[src/rtl/ahb_dma_csr_pkg.sv]
// Shared constants for the AHB DMA CSR bank: register offsets, INTSTAT bit
// indices and the default VERSION value.
package ahb_dma_csr_pkg;

    localparam logic [2:0] CSR_OFF      = 3'd0;
    localparam logic [2:0] IRQ_MASK_OFF = 3'd1;
    localparam logic [2:0] IRQ_SRC_OFF  = 3'd2;
    localparam logic [2:0] IRQ_RAW_OFF  = 3'd3;
    localparam logic [2:0] VERSION_OFF  = 3'd4;

    localparam logic [2:0] CTRL_OFF     = 3'd0;
    localparam logic [2:0] TXSZ_OFF     = 3'd1;
    localparam logic [2:0] ADR0_OFF     = 3'd2;
    localparam logic [2:0] ADR1_OFF     = 3'd3;
    localparam logic [2:0] INTEN_OFF    = 3'd4;
    localparam logic [2:0] INTSTAT_OFF  = 3'd5;
    localparam logic [2:0] DONE_CNT_OFF = 3'd6;

    localparam int unsigned INT_DONE_BIT = 0;
    localparam int unsigned INT_ERR_BIT  = 1;

    localparam logic [31:0] VERSION_DEFAULT = 32'h0002_0000;

endpackage

[src/rtl/ahb_dma_csr_ch.sv]
// One DMA channel's register set with bus/engine priority and its irq cause.
// Optional DONE_CNT counter is built only when AHB_DMA_CSR_DONE_CNT_EN is defined.
module ahb_dma_csr_ch
    import ahb_dma_csr_pkg::*;
#(
    parameter int unsigned TXSZ_W = 12
) (
    input  logic              clk_i,
    input  logic              rst_ni,
    input  logic              wr_en_i,
    input  logic [2:0]        wr_off_i,
    input  logic [31:0]       wr_data_i,
    input  logic              eng_sel_i,
    input  logic              dma_done_i,
    input  logic              dma_err_i,
    input  logic              de_txsz_we_i,
    input  logic              de_adr0_we_i,
    input  logic              de_adr1_we_i,
    input  logic [TXSZ_W-1:0] de_txsz_i,
    input  logic [31:0]       de_adr0_i,
    input  logic [31:0]       de_adr1_i,
    output logic [31:0]       ctrl_o,
    output logic [TXSZ_W-1:0] txsz_o,
    output logic [31:0]       adr0_o,
    output logic [31:0]       adr1_o,
    output logic [1:0]        inten_o,
    output logic [1:0]        intstat_o,
    output logic [15:0]       done_cnt_o,
    output logic              ch_irq_o
);

    logic [31:0]       ctrl_q, ctrl_d;
    logic [TXSZ_W-1:0] txsz_q, txsz_d;
    logic [31:0]       adr0_q, adr0_d;
    logic [31:0]       adr1_q, adr1_d;
    logic [1:0]        inten_q, inten_d;
    logic [1:0]        intstat_q, intstat_d;

    // Bus write first, engine events afterwards so they take priority.
    always_comb begin
        ctrl_d    = ctrl_q;
        txsz_d    = txsz_q;
        adr0_d    = adr0_q;
        adr1_d    = adr1_q;
        inten_d   = inten_q;
        intstat_d = intstat_q;
        if (wr_en_i) begin
            case (wr_off_i)
                CTRL_OFF:    ctrl_d    = wr_data_i;
                TXSZ_OFF:    txsz_d    = wr_data_i[TXSZ_W-1:0];
                ADR0_OFF:    adr0_d    = wr_data_i;
                ADR1_OFF:    adr1_d    = wr_data_i;
                INTEN_OFF:   inten_d   = wr_data_i[1:0];
                INTSTAT_OFF: intstat_d = intstat_q & ~wr_data_i[1:0];
                default: ;
            endcase
        end
        if (eng_sel_i) begin
            if (de_txsz_we_i) txsz_d = de_txsz_i;
            if (de_adr0_we_i) adr0_d = de_adr0_i;
            if (de_adr1_we_i) adr1_d = de_adr1_i;
            if (dma_done_i) begin
                intstat_d[INT_DONE_BIT] = 1'b1;
                ctrl_d[0]               = 1'b0;
            end
            if (dma_err_i) begin
                intstat_d[INT_ERR_BIT] = 1'b1;
                ctrl_d[0]              = 1'b0;
            end
        end
    end

    always_ff @(posedge clk_i or negedge rst_ni) begin
        if (!rst_ni) begin
            ctrl_q    <= '0;
            txsz_q    <= '0;
            adr0_q    <= '0;
            adr1_q    <= '0;
            inten_q   <= '0;
            intstat_q <= '0;
        end else begin
            ctrl_q    <= ctrl_d;
            txsz_q    <= txsz_d;
            adr0_q    <= adr0_d;
            adr1_q    <= adr1_d;
            inten_q   <= inten_d;
            intstat_q <= intstat_d;
        end
    end

`ifdef AHB_DMA_CSR_DONE_CNT_EN
    logic [15:0] done_cnt_q, done_cnt_d;
    logic        cnt_wr;

    // A write clears; a coincident done then counts as the first event.
    always_comb begin
        cnt_wr     = wr_en_i && (wr_off_i == DONE_CNT_OFF);
        done_cnt_d = done_cnt_q;
        if (cnt_wr) done_cnt_d = '0;
        if (eng_sel_i && dma_done_i) begin
            if (cnt_wr)                       done_cnt_d = 16'd1;
            else if (done_cnt_q != 16'hFFFF)  done_cnt_d = done_cnt_q + 16'd1;
        end
    end

    always_ff @(posedge clk_i or negedge rst_ni) begin
        if (!rst_ni) done_cnt_q <= '0;
        else         done_cnt_q <= done_cnt_d;
    end

    assign done_cnt_o = done_cnt_q;
`else
    assign done_cnt_o = '0;
`endif

    assign ctrl_o    = ctrl_q;
    assign txsz_o    = txsz_q;
    assign adr0_o    = adr0_q;
    assign adr1_o    = adr1_q;
    assign inten_o   = inten_q;
    assign intstat_o = intstat_q;
    assign ch_irq_o  = |(intstat_q & inten_q);

endmodule

[src/rtl/ahb_dma_csr_bank.sv]
// AHB DMA CSR bank top: global CSR/IRQ registers, read mux, irq_o flop and
// CH_NUM channel instances. Optional DONE_CNT: define AHB_DMA_CSR_DONE_CNT_EN.
module ahb_dma_csr_bank
    import ahb_dma_csr_pkg::*;
#(
    parameter int unsigned CH_NUM   = 4,
    parameter int unsigned TXSZ_W   = 12,
    parameter int unsigned CH_SEL_W = $clog2(CH_NUM > 1 ? CH_NUM : 2),
    parameter logic [31:0] VERSION  = VERSION_DEFAULT
) (
    input  logic                     clk,
    input  logic                     rst,
    input  logic [7:0]               ahb_address,
    input  logic [31:0]              ahb_write_data,
    input  logic                     ahb_write_enable,
    input  logic [7:0]               ahb_read_address,
    input  logic                     ahb_read_enable,
    output logic [31:0]              ahb_read_data,
    output logic                     irq_o,
    output logic                     pause_req,
    input  logic                     paused,
    input  logic                     dma_busy,
    input  logic [CH_SEL_W-1:0]      ch_sel,
    input  logic                     dma_done,
    input  logic                     dma_err,
    input  logic                     de_txsz_we,
    input  logic                     de_adr0_we,
    input  logic                     de_adr1_we,
    input  logic [TXSZ_W-1:0]        de_txsz,
    input  logic [31:0]              de_adr0,
    input  logic [31:0]              de_adr1,
    output logic [CH_NUM-1:0]        ch_en,
    output logic [CH_NUM*32-1:0]     ch_ctrl,
    output logic [CH_NUM*TXSZ_W-1:0] ch_txsz,
    output logic [CH_NUM*32-1:0]     ch_adr0,
    output logic [CH_NUM*32-1:0]     ch_adr1
);

    logic [4:0]        wr_blk, rd_blk;
    logic [2:0]        wr_off, rd_off;
    logic              pause_q;
    logic [CH_NUM-1:0] irq_mask_q;
    logic [CH_NUM-1:0] ch_irq, irq_src;
    logic [31:0]       rdata_q, rdata_d;
    logic              irq_q;

    logic [31:0]       ctrl_a    [CH_NUM];
    logic [TXSZ_W-1:0] txsz_a    [CH_NUM];
    logic [31:0]       adr0_a    [CH_NUM];
    logic [31:0]       adr1_a    [CH_NUM];
    logic [1:0]        inten_a   [CH_NUM];
    logic [1:0]        intstat_a [CH_NUM];
    logic [15:0]       dcnt_a    [CH_NUM];

    assign wr_blk  = ahb_address[7:3];
    assign wr_off  = ahb_address[2:0];
    assign rd_blk  = ahb_read_address[7:3];
    assign rd_off  = ahb_read_address[2:0];
    assign irq_src = irq_mask_q & ch_irq;

    for (genvar k = 0; k < CH_NUM; k++) begin : g_ch
        logic ch_wr, eng_sel;
        assign ch_wr   = ahb_write_enable && (wr_blk == 5'(k + 1));
        // Out-of-range ch_sel matches no instance, so engine inputs are dropped.
        assign eng_sel = (ch_sel == CH_SEL_W'(k));

        ahb_dma_csr_ch #(.TXSZ_W(TXSZ_W)) u_ch (
            .clk_i        (clk),
            .rst_ni       (rst),
            .wr_en_i      (ch_wr),
            .wr_off_i     (wr_off),
            .wr_data_i    (ahb_write_data),
            .eng_sel_i    (eng_sel),
            .dma_done_i   (dma_done),
            .dma_err_i    (dma_err),
            .de_txsz_we_i (de_txsz_we),
            .de_adr0_we_i (de_adr0_we),
            .de_adr1_we_i (de_adr1_we),
            .de_txsz_i    (de_txsz),
            .de_adr0_i    (de_adr0),
            .de_adr1_i    (de_adr1),
            .ctrl_o       (ctrl_a[k]),
            .txsz_o       (txsz_a[k]),
            .adr0_o       (adr0_a[k]),
            .adr1_o       (adr1_a[k]),
            .inten_o      (inten_a[k]),
            .intstat_o    (intstat_a[k]),
            .done_cnt_o   (dcnt_a[k]),
            .ch_irq_o     (ch_irq[k])
        );

        assign ch_en[k]                    = ctrl_a[k][0];
        assign ch_ctrl[32*k +: 32]         = ctrl_a[k];
        assign ch_txsz[TXSZ_W*k +: TXSZ_W] = txsz_a[k];
        assign ch_adr0[32*k +: 32]         = adr0_a[k];
        assign ch_adr1[32*k +: 32]         = adr1_a[k];
    end

    always_comb begin
        rdata_d = '0;
        if (ahb_read_enable) begin
            if (rd_blk == 5'd0) begin
                case (rd_off)
                    CSR_OFF:      rdata_d = {29'd0, dma_busy, paused, pause_q};
                    IRQ_MASK_OFF: rdata_d = 32'(irq_mask_q);
                    IRQ_SRC_OFF:  rdata_d = 32'(irq_src);
                    IRQ_RAW_OFF:  rdata_d = 32'(ch_irq);
                    VERSION_OFF:  rdata_d = VERSION;
                    default: ;
                endcase
            end
            for (int unsigned k = 0; k < CH_NUM; k++) begin
                if (rd_blk == 5'(k + 1)) begin
                    case (rd_off)
                        CTRL_OFF:     rdata_d = ctrl_a[k];
                        TXSZ_OFF:     rdata_d = 32'(txsz_a[k]);
                        ADR0_OFF:     rdata_d = adr0_a[k];
                        ADR1_OFF:     rdata_d = adr1_a[k];
                        INTEN_OFF:    rdata_d = {30'd0, inten_a[k]};
                        INTSTAT_OFF:  rdata_d = {30'd0, intstat_a[k]};
                        DONE_CNT_OFF: rdata_d = {16'd0, dcnt_a[k]};
                        default: ;
                    endcase
                end
            end
        end
    end

    always_ff @(posedge clk or negedge rst) begin
        if (!rst) begin
            pause_q    <= 1'b0;
            irq_mask_q <= '0;
            rdata_q    <= '0;
            irq_q      <= 1'b0;
        end else begin
            if (ahb_write_enable && (wr_blk == 5'd0)) begin
                case (wr_off)
                    CSR_OFF:      pause_q    <= ahb_write_data[0];
                    IRQ_MASK_OFF: irq_mask_q <= ahb_write_data[CH_NUM-1:0];
                    default: ;
                endcase
            end
            rdata_q <= rdata_d;
            irq_q   <= |irq_src;
        end
    end

    assign ahb_read_data = rdata_q;
    assign irq_o         = irq_q;
    assign pause_req     = pause_q;

endmodule

[config.mk]
export PLATFORM = sky130hd
export DESIGN_NAME = ahb_dma_csr_bank
export DESIGN_NICKNAME = d
export VERILOG_FILES = /design/src/rtl/ahb_dma_csr_pkg.sv /design/src/rtl/ahb_dma_csr_ch.sv /design/src/rtl/ahb_dma_csr_bank.sv
export SDC_FILE = /design/constraint.sdc
export NUM_CORES = 1
export LEC_CHECK = 0
export CAP_MARGIN = 20
export CORE_ASPECT_RATIO = 1.5
export CORE_MARGIN = 5
export CORE_UTILIZATION = 46
export CTS_CLUSTER_DIAMETER = 50
export DETAILED_ROUTE_END_ITERATION = 10
export PLACE_DENSITY = 0.75
export SYNTH_ARGS = -nofsm -noshare
export SYNTH_HDL_FRONTEND = slang
export SYNTH_HIERARCHICAL = 1
export SYNTH_SLANG_ARGS = --single-unit
[constraint.sdc]
create_clock -name clk -period 1.5 [get_ports clk]
set_input_delay 0.15 -clock clk [delete_from_list [all_inputs] [get_ports clk]]
set_output_delay 0.15 -clock clk [all_outputs]
set_load 0.005 [all_outputs]
==> results.md, run 1 <==
Run status:
- The run finished, with violations left.
- The final reports fail on setup timing.

Floorplan:
- The floorplan core area is 56,600 um^2.
- The die extent in x is 205 um.
- In this run the vertical extent of the chip is 302 um.
- The floorplan die area is 62,000 um^2.
- The initial cell density of the core is 0.463.
- The row count is 107.
- The number of placed I/O pins is 607.

Logic synthesis:
- After synthesis, the netlist uses 61 different library cells.
- Of all cell types, the one taking the most synthesized area is sky130_fd_sc_hd__dfrtp_1.
- In this run, synthesis produced a sequential element count of 486.
- Yosys attributes the largest share of cell area to sky130_fd_sc_hd__dfrtp_1, sky130_fd_sc_hd__mux2i_1, sky130_fd_sc_hd__a21oi_1.
- The share of the Yosys chip area taken by registers is 0.464.
- Counting every instance in the synthesized netlist gives 2,573.
- A synthesized cell averages 10.2 um^2.
- The number of synthesis warnings is 6.
- The share of flip-flops with an asynchronous set or reset is 1.00.
- The area share of the largest cell type after synthesis is 0.464.
- The number of synthesized flops with an enable pin is 0.
- The top flip-flop cell by instance count after synthesis is sky130_fd_sc_hd__dfrtp_1.
- The cell area after technology mapping is 26,200 um^2.

Timing:
- The final clock skew is 0.0156 ns.
- At the pin with the least slew margin, the transition time is 0.634 ns.
- Setup violations remaining at the end of the flow were counted as 28.
- Adding up every negative setup slack in the final design gives -0.783 ns.
- Of the available clock period, the critical path in the final layout requires 1.07.
- The max-slew violation count is 0.
- The number of failing hold endpoints at the final stage was 0.
- Static timing analysis puts the maximum clock frequency at 623 MHz.
- The post-layout minimum cycle time is 1.61 ns.
- In the post-route analysis, the smallest setup slack over all paths is -0.105 ns.
- Setup repair after global routing could not meet its margin everywhere.
- Headroom to the max-slew limit came out at 0.576.

Clocking:
- The clock sink count is 486.
- TritonCTS created 52 clock buffers.
- The TritonCTS clock tree is yes.
- Clock-pin slew was measured on the worst setup and hold paths at 0.07 ns.
- The level count of the clock H-tree is 2.
- The maximum number of buffers from clock root to sink is 3.
- The clock network latency to the later pin of the worst-skew pair is 0.61 ns.
- The root buffer cell chosen for the clock tree is sky130_fd_sc_hd__clkbuf_16.

Global routing:
- The via count of the first global-routing pass was 27,656.
- The number of antenna violations at the first check in global routing was 13.
- The first global-routing pass estimated 183,000 um of wire.
- The largest net degree at the start of global routing is 67.
- For this run, the total global-route usage over all layers was measured as 0.398.
- The global-route congestion overflow total is 0.

Setup path:
- The category of the worst setup path capture point is a flop.
- The startpoint of the worst register-to-register path is g_ch[1].u_ch/txsz_o[5].
- The most critical setup path has its startpoint at g_ch[1].u_ch/txsz_o[5].
- The slowest stage cell on the critical path is sky130_fd_sc_hd__dfrtp_1.
- The category of the most critical setup path is flop to flop.
- For the worst setup path, the data required time is 1.97 ns.
- The logic depth of the worst register-to-register path is 8.
- The data arrival time of the critical path is 2.07 ns.
- The end of the worst register-to-register path is ahb_read_data[5].
- The critical path ends at ahb_read_data[5].
- The type of origin of the critical path is a flop.
- The highest fanout seen on the critical path is 2.
- The critical path goes through buf_6 -> mux2i_2 -> nor2_1 -> a21oi_1 -> buf_4 -> o22ai_2 -> a22oi_2 -> o32ai_2.
- The total number of cells along the worst setup path is 8.
- The worst path buffer plus inverter count is 2.
- The largest single stage delay on the critical path is 0.39 ns.
- Among cell families on the critical path, the largest total delay comes from compound AO/OA/AOI/OAI gates.
- The setup check on the worst reg-to-reg path leaves a slack of -0.11 ns.

Drt:
- The starting DRC count in detailed routing is 2,608.
- After detailed routing, the average wire length per cell comes to 28.6 um.
- The DRC violation count after routing is 0.
- Before antenna repair, the detailed router went through 8 iterations.
- The via density per instance is 5.98.
- The total wirelength of the detailed-routed design is 128,000 um.
- For this block, the via count after detailed routing is 26,721.
- The final antenna-violating net count is 0.

Placed design:
- Buffers placed on the I/O ports in this run total 606.
- Once detailed placement completed, the half-perimeter wirelength came to 89,700 um.
- Routability-driven placement finished with a final weighted congestion of 0.985.
- The minimum setup slack after placement is -0.962 ns.
- The number of placed instances, taps included is 4,101.

Finish:
- The area growth from synthesis to layout is 51.3%.
- The fraction of layout cells with a size suffix above 1 is 0.302.
- The layout has 4,322 filler cells.
- The end-of-flow core utilization is 0.701.
- The count of cells in the finished layout, fillers not included, comes to 4,472.
- The count of nets after finishing is 3,796.

Power and ir drop:
- The total chip power is 0.0408 W.
- For this design the ratio of total power to cell area is 1030 nW/um^2.
- The static leakage is 18.9 nW.
- VDD sags by at most 997 uV.

Run:
- Across the run, the number of max-cap violations was 0.

Worst hold path:
- The path class of the tightest hold or removal check is input port to asynchronous set/reset pin.
[cells in the final DEF (no fill, tap or decap), drive strengths merged, types with 17 or more instances in the layout]
cell / Yosys / layout
a22oi: 43 / 43
mux2: 167 / 167
mux2i: 431 / 431
a221oi: 17 / 17
clkdlybuf4s15: 0 / 64
a21oi: 425 / 425
dlygate4sd2: 0 / 343
nor2: 409 / 409
conb: 4 / 64
o22ai: 44 / 44
a22o: 20 / 20
clkbuf: 94 / 103
nand2: 78 / 78
buf: 163 / 668
dfrtp: 486 / 486
o21ai: 57 / 57
clkdlybuf4s50: 0 / 121
[worst reg2reg max path: stages (launching register included)]
cell                      delay (ns)
sky130_fd_sc_hd__dfrtp_1        0.39
sky130_fd_sc_hd__buf_6          0.13
sky130_fd_sc_hd__mux2i_2        0.16
sky130_fd_sc_hd__nor2_1         0.07
sky130_fd_sc_hd__a21oi_1        0.14
sky130_fd_sc_hd__buf_4          0.15
sky130_fd_sc_hd__o22ai_2        0.07
sky130_fd_sc_hd__a22oi_2        0.22
sky130_fd_sc_hd__o32ai_2        0.15
[cell type report]
type	instances	area, um^2	area share
clock buffers	74	1540	0.0387
well taps	763	955	0.0241
flip-flops and latches	486	12200	0.307
repair buffers	1228	11300	0.286
clock inverters	19	180	0.00454
diodes	11	27.5	0.000694
multi-input cells	1888	13500	0.339
inverters	3	12.5	0.000315
[cell usage after synthesis (3+ instances only)]
cell,count
sky130_fd_sc_hd__o32ai_1,12
sky130_fd_sc_hd__nand2b_1,3
sky130_fd_sc_hd__mux2_1,4
sky130_fd_sc_hd__nor2b_1,7
sky130_fd_sc_hd__conb_1,4
sky130_fd_sc_hd__and4bb_2,4
sky130_fd_sc_hd__dfrtp_1,486
sky130_fd_sc_hd__a22oi_1,43
sky130_fd_sc_hd__and2_1,3
sky130_fd_sc_hd__buf_1,10
sky130_fd_sc_hd__and4b_1,4
sky130_fd_sc_hd__buf_4,102
sky130_fd_sc_hd__and3_1,3
sky130_fd_sc_hd__a221oi_1,17
sky130_fd_sc_hd__or3_1,4
sky130_fd_sc_hd__o22a_1,10
sky130_fd_sc_hd__a21oi_1,425
sky130_fd_sc_hd__buf_2,37
sky130_fd_sc_hd__nand3b_1,4
sky130_fd_sc_hd__and4bb_1,4
sky130_fd_sc_hd__a211oi_1,3
sky130_fd_sc_hd__a22o_1,20
sky130_fd_sc_hd__mux2_2,163
sky130_fd_sc_hd__clkbuf_1,94
sky130_fd_sc_hd__mux2i_1,431
sky130_fd_sc_hd__o22ai_2,17
sky130_fd_sc_hd__a31oi_1,10
sky130_fd_sc_hd__o21ai_0,56
sky130_fd_sc_hd__o22ai_1,27
sky130_fd_sc_hd__nor4b_4,4
sky130_fd_sc_hd__nor2_1,408
sky130_fd_sc_hd__nand2_1,78
sky130_fd_sc_hd__o21a_1,5
sky130_fd_sc_hd__o221ai_1,3
sky130_fd_sc_hd__nor3b_1,3
sky130_fd_sc_hd__nand4b_1,4
sky130_fd_sc_hd__nor3_1,10
sky130_fd_sc_hd__o211ai_1,4
sky130_fd_sc_hd__buf_6,13
sky130_fd_sc_hd__nand3_1,9
[per-layer routing]
layer  part of all wire  wire [um]  up-vias  track usage
met5            0.00015         19        -            0
met3              0.086      11100      534       0.0872
met4              0.091      11700        2        0.279
met1               0.34      43700    13111        0.445
li1                   -          -    11310            -
met2               0.48      61600     1764        0.672
[flip-flops by register name, indices dropped and copies added, names as in the netlist]
signal	flops
g_ch.u_ch/intstat_o	8
ahb_read_data	32
g_ch.u_ch/adr1_o	128
irq_o	1
g_ch.u_ch/adr0_o	128
irq_mask_q	4
g_ch.u_ch/inten_o	8
g_ch.u_ch/ctrl_o	128
g_ch.u_ch/txsz_o	48
pause_req	1
[stage by stage]
| step | hold slack [ns] | cell area, um^2 |
|---|---|---|
| 2_1_floorplan | -0.146 | 26700 |
| 3_3_place_gp | 0.0579 | 35900 |
| 3_5_place_dp | 0.0578 | 35900 |
| 4_1_cts | 0.0181 | 39700 |
| 5_1_grt | 0.0550 | 39700 |
| 6_report | 0.0118 | 39700 |
[worst min-delay path by stage]
stage | from | end | cells past startpoint
global route | rst | g_ch[3].u_ch/ctrl_o[18] | 2
detailed placement | rst | g_ch[3].u_ch/ctrl_o[18] | 1
CTS | rst | g_ch[3].u_ch/ctrl_o[18] | 2
global placement | rst | g_ch[3].u_ch/ctrl_o[18] | 1
finish | rst | g_ch[3].u_ch/ctrl_o[18] | 2
floorplan | rst | ahb_read_data[0] | 0
[cell families (layout without fill, tap and decap cells)]
kind of cell	count (synthesis)	in the layout	share of synthesized area
compound gates	663	663	0.149
buf+inv	260	1324	0.0577
flops	486	486	0.464
mux	598	598	0.236
other cells	4	75	0.000572
simple gates	562	563	0.0933
[power by group]
group	internal (W)	total (W)	switching (W)
combinational	0.00577	0.0114	0.00559
clock	0.00748	0.0132	0.00573
sequential	0.0147	0.0162	0.00147
total	0.0280	0.0408	0.0128
[repair_timing]
action,CTS,global route
endpoints found under the hold margin,486,0
setup endpoints to repair,893,228
gates cloned,12,0
hold buffers,1,0
setup buffers,259,19
pin swaps,38,60
gates resized for setup,806,124
Note: power is estimated with default switching activity, not from simulation.
==> run 2: changes to the inputs <==
--- a/config.mk
+++ b/config.mk
@@ -5,7 +5,6 @@
 export SDC_FILE = /design/constraint.sdc
 export NUM_CORES = 1
 export LEC_CHECK = 0
-export CAP_MARGIN = 20
 export CORE_ASPECT_RATIO = 1.5
 export CORE_MARGIN = 5
 export CORE_UTILIZATION = 46
==> results of run 2 <==
The final DEF is identical to that of run 1; final timing and power are the same.
